===== src/rtl/fifo_reader_pkg.sv =====
// Shared types and default sizes for the fifo_reader dequeue controller.
package fifo_reader_pkg;

  localparam int DEF_DATA_W      = 8;
  localparam int DEF_LEN_W       = 4;
  localparam int UNTIL_EMPTY_LEN = 0;

  typedef enum logic [2:0] {
    IDLE,
    CHECK,
    ISSUE,
    CAPTURE,
    PRESENT,
    FINISH
  } state_t;

endpackage


===== src/rtl/fifo_reader_hold.sv =====
// Output holding register for fifo_reader: delivered word, valid flag and,
// when FIFO_READER_PARITY_EN is defined, the word's parity.
module fifo_reader_hold
  import fifo_reader_pkg::*;
#(
  parameter int DATA_W = DEF_DATA_W
) (
  input  logic              clk,
  input  logic              rst_n,
  input  logic              load,
  input  logic              clear,
  input  logic [DATA_W-1:0] load_data,
  output logic              out_valid,
  output logic [DATA_W-1:0] out_data
`ifdef FIFO_READER_PARITY_EN
  ,
  output logic              out_parity
`endif
);

  logic              valid_q, valid_d;
  logic [DATA_W-1:0] data_q, data_d;

  // The word stays in data_q after a handshake; only the valid flag drops.
  always_comb begin
    valid_d = valid_q;
    data_d  = data_q;
    if (load) begin
      valid_d = 1'b1;
      data_d  = load_data;
    end else if (clear) begin
      valid_d = 1'b0;
    end
  end

  always_ff @(posedge clk) begin
    if (!rst_n) begin
      valid_q <= 1'b0;
      data_q  <= '0;
    end else begin
      valid_q <= valid_d;
      data_q  <= data_d;
    end
  end

  assign out_valid = valid_q;
  assign out_data  = data_q;

`ifdef FIFO_READER_PARITY_EN
  logic parity_q, parity_d;

  always_comb begin
    parity_d = parity_q;
    if (load) begin
      parity_d = ^load_data;
    end
  end

  always_ff @(posedge clk) begin
    if (!rst_n) begin
      parity_q <= 1'b0;
    end else begin
      parity_q <= parity_d;
    end
  end

  assign out_parity = parity_q;
`endif

endmodule


===== src/rtl/fifo_reader.sv =====
// Dequeue-side controller: drains a counted burst or until empty from an 8-deep
// byte FIFO. Defining FIFO_READER_PARITY_EN adds the out_parity output.
module fifo_reader
  import fifo_reader_pkg::*;
#(
  parameter int DATA_W = DEF_DATA_W,
  parameter int LEN_W  = DEF_LEN_W
) (
  input  logic              clk,
  input  logic              rst_n,
  input  logic              start,
  input  logic [LEN_W-1:0]  len,
  input  logic              fifo_empty,
  output logic              fifo_deq,
  input  logic [DATA_W-1:0] fifo_data,
  output logic              out_valid,
  output logic [DATA_W-1:0] out_data,
  input  logic              out_ready,
  output logic              busy,
  output logic              done,
  output logic [LEN_W-1:0]  drained
`ifdef FIFO_READER_PARITY_EN
  ,
  output logic              out_parity
`endif
);

  state_t           state_q, state_d;
  logic [LEN_W-1:0] remaining_q, remaining_d;
  logic [LEN_W-1:0] drained_q, drained_d;
  logic             counted_q, counted_d;
  logic             hold_load, hold_clear;

  always_ff @(posedge clk) begin
    if (!rst_n) begin
      state_q     <= IDLE;
      remaining_q <= '0;
      drained_q   <= '0;
      counted_q   <= 1'b0;
    end else begin
      state_q     <= state_d;
      remaining_q <= remaining_d;
      drained_q   <= drained_d;
      counted_q   <= counted_d;
    end
  end

  always_comb begin
    state_d     = state_q;
    remaining_d = remaining_q;
    drained_d   = drained_q;
    counted_d   = counted_q;
    hold_load   = 1'b0;
    hold_clear  = 1'b0;
    unique case (state_q)
      IDLE: begin
        if (start) begin
          remaining_d = len;
          counted_d   = (len != LEN_W'(UNTIL_EMPTY_LEN));
          drained_d   = '0;
          state_d     = CHECK;
        end
      end
      CHECK: begin
        // Counted bursts wait for data; until-empty bursts end on an empty FIFO.
        if (counted_q && (remaining_q == '0)) begin
          state_d = FINISH;
        end else if (fifo_empty) begin
          state_d = counted_q ? CHECK : FINISH;
        end else begin
          state_d = ISSUE;
        end
      end
      ISSUE: begin
        state_d = CAPTURE;
      end
      CAPTURE: begin
        hold_load = 1'b1;
        state_d   = PRESENT;
      end
      PRESENT: begin
        if (out_ready) begin
          hold_clear = 1'b1;
          if (drained_q != '1) begin
            drained_d = drained_q + LEN_W'(1);
          end
          if (counted_q) begin
            remaining_d = remaining_q - LEN_W'(1);
          end
          state_d = CHECK;
        end
      end
      FINISH: begin
        state_d = IDLE;
      end
      default: begin
        state_d = IDLE;
      end
    endcase
  end

  assign fifo_deq = (state_q == ISSUE);
  assign busy     = (state_q != IDLE);
  assign done     = (state_q == FINISH);
  assign drained  = drained_q;

  fifo_reader_hold #(
    .DATA_W(DATA_W)
  ) u_hold (
    .clk       (clk),
    .rst_n     (rst_n),
    .load      (hold_load),
    .clear     (hold_clear),
    .load_data (fifo_data),
    .out_valid (out_valid),
    .out_data  (out_data)
`ifdef FIFO_READER_PARITY_EN
    ,
    .out_parity(out_parity)
`endif
  );

endmodule


===== config.mk =====
export PLATFORM = sky130hd
export DESIGN_NAME = fifo_reader
export DESIGN_NICKNAME = d
export VERILOG_FILES = /design/src/rtl/fifo_reader_pkg.sv /design/src/rtl/fifo_reader_hold.sv /design/src/rtl/fifo_reader.sv
export SDC_FILE = /design/constraint.sdc
export NUM_CORES = 1
export LEC_CHECK = 0
export ABC_AREA = 0
export CORE_UTILIZATION = 31
export CTS_CLUSTER_SIZE = 30
export DETAILED_ROUTE_END_ITERATION = 16
export SETUP_SLACK_MARGIN = 0.3
export SLEW_MARGIN = 10
export SYNTH_ARGS = -nofsm -noshare
export SYNTH_HDL_FRONTEND = slang
export SYNTH_HIERARCHICAL = 1
export SYNTH_SLANG_ARGS = --single-unit

===== constraint.sdc =====
create_clock -name clk -period 2 [get_ports clk]
set_clock_uncertainty 0.1 [all_clocks]
set_input_delay 0.5 -clock clk [delete_from_list [all_inputs] [get_ports clk]]
set_output_delay 0.5 -clock clk [all_outputs]
set_load 0.05 [all_outputs]

==> qor.txt <==
Async SR Flop Fraction: 0%
clock tree from TritonCTS: built
R2R Setup Slk: 380 ps
dpl ws: -103 ps
Worst-Skew Late Latency: 260 ps
share of the yosys chip area belonging to registers: 36.6%
total CTS buffers: 3
Hold Fails Final Rpt: 0
Distinct cells, synth: 40
gr usage total: 15.2%
layout cells sized above 1: 28.2%
Placer Congestion: 0.831
area of the die: 3950 um2
CP Max Fanout: 3
Slew Limit Fails: 0
I/O pin total: 33
Post-synth EDFFs: 0
CP arrival: 1090 ps
Area after DPL: 1580 um2
final critical-path required period: 1690 ps
Avg Inst Size Synth: 9.03 um2
antenna violations before repair: 0
max incr delay on CP: 340 ps
Post-DP HPWL: 2130 um
Via density: 5.12
status: complete, no violations
max frequency: 591 MHz
Worst-path clk slew: 80 ps
yosys warns: 6
drc violations: 0
power per cell area: 625 nW/um2
min-delay src: remaining_q[1]
TritonRoute pass-1 iters: 4
wire per inst: 13.4 um
vias in the first global route: 1,081
core area: 3440 um2
num rows: 21
Final period util: 84.6%
endpoints failing setup: 0
total grt overflow: 0
critical path cell sequence: buf_6, nor3b_4, buf_12
Initial Util: 33.3%
worst setup path class: reg2out
CP startpoint kind: register
Synth Register Bits: 21
Setup crit end kind: output pin
Max Root-Sink Buffers: 2
first-pass GRT wire length: 4860 um
cell area after synthesis: 1150 um2
Worst path slowest cell: dfxtp_2
initial drt markers: 38
Die H: 62.8 um
Finished Cell Area: 1720 um2
relative slew slack: 70.6%
gate count after technology mapping: 127
Leak: 0.000674 uW
most common cell in the netlist: dfxtp_1
H-Tree Depth: 1
largest net degree at the start of global routing: 22
area leader, netlist: dfxtp_1
Slew @ Worst Pin: 440 ps
worst hold path type: reg2reg
Commonest cells post-synth: dfxtp_1, nor2b_1, mux2i_1
vias: 1,127
die span in x: 62.8 um
area grow syn2layout: 50.2%
Top FF cell, synth: dfxtp_1
synthesized net count: 147
area share of the largest cell type after synthesis: 36.6%
Crit Reg-Reg Startpoint: remaining_q[0]
clock sink count: 21
# Max-Cap Violations: 0
I/O Buffers: 32
IR drop worst, VDD: 0.000300 V
worst setup margin: 307 ps
clock root cell: clkbuf_8
Antenna Cells: 0
Required @ worst endpoint: 1400 ps
CP bufs+invs: 2
Critical path origin: state_q[2]
dominant cells by area after synthesis: dfxtp_1, mux2i_1, nor2b_1
ANT nets after route: 0
final WL: 2950 um
layout net count: 195
RSZ-0062 raised after global routing: true
CP delay by family, top: flip-flops
## cells by family after synthesis
| family | share of synthesized area [%] |
|---|---|
| and+or+nand+nor | 30.6 |
| AOI/OAI and AO/OA | 14.1 |
| DFF | 36.6 |
| muxes | 11.3 |
| buffers and inverters | 4.03 |
| adders and majority gates | 3.27 |
## layout make-up
| class | count | area [um2] |
|---|---|---|
| inverters | 4 | 15.0 |
| fillers | 347 | 1720 |
| clock buffers | 4 | 45.0 |
| multi-input cells | 96 | 724 |
| flip-flops and latches | 21 | 434 |
| repair buffers | 49 | 447 |
| well taps | 46 | 57.6 |
## placed cells by master (no fill, tap or decap), types with 3 or more instances in the layout
cell type / Yosys / routed
buf_4: 0 / 28
nand2b_1: 5 / 5
or3_1: 3 / 3
clkdlybuf4s50_1: 0 / 13
dfxtp_4: 0 / 3
clkbuf_8: 0 / 3
o21ai_0: 3 / 3
dfxtp_1: 21 / 16
inv_1: 4 / 3
nand3_1: 4 / 4
nor2_1: 4 / 3
mux2i_1: 13 / 13
a21oi_1: 5 / 5
nand2_1: 9 / 9
buf_12: 0 / 3
ha_1: 3 / 3
nor2b_1: 14 / 13
## registers in the layout, indices dropped and copies added (netlist names)
signal,flops
u_hold/out_valid,1
remaining_q,4
u_hold/out_data,8
counted_q,1
state_q,3
drained,4
## power breakdown
group / internal [uW] / switching [uW]
combinational: 170 / 152
clock: 142 / 144
sequential: 440 / 27.6
## final timing paths
path	endpoint	cells after the start
min	remaining_q[1]	2
max	fifo_deq	3
max reg2reg	remaining_q[1]	5
min reg2reg	remaining_q[1]	2
## tightest hold or removal path: cells and delay by family, from the launching register on
kind / cells / cell delay [ps]
flip-flops: 1 / 340
multiplexers: 1 / 50
AND/OR/NAND/NOR: 1 / 50
## per-layer routing
| layer | share of wire [%] | GRT usage [%] |
|---|---|---|
| met5 | 0 | 0 |
| met4 | 0.91 | 5.23 |
| met3 | 4.5 | 2.92 |
| met2 | 49 | 26.4 |
| met1 | 46 | 18.4 |
## metrics by stage
stage          power [uW]  utilization [%]  hold slack [ps]  setup TNS, ps  std cells
6_report             1080             50.1              381              0        220
2_1_floorplan         636                -              355              0        127
4_1_cts              1050             48.4              398              0        215
3_3_place_gp          753             45.9              378           -103        208
5_1_grt              1140             50.1              421              0        220
3_5_place_dp          759             45.9              386           -155        208
## what timing repair did
item,in CTS,in global routing
resized for setup,12,6
endpoints found under the setup margin,8,9
hold buffers,0,0
buffers inserted,3,5
pin swaps,1,2
Note: power is estimated with default switching activity, not from simulation.
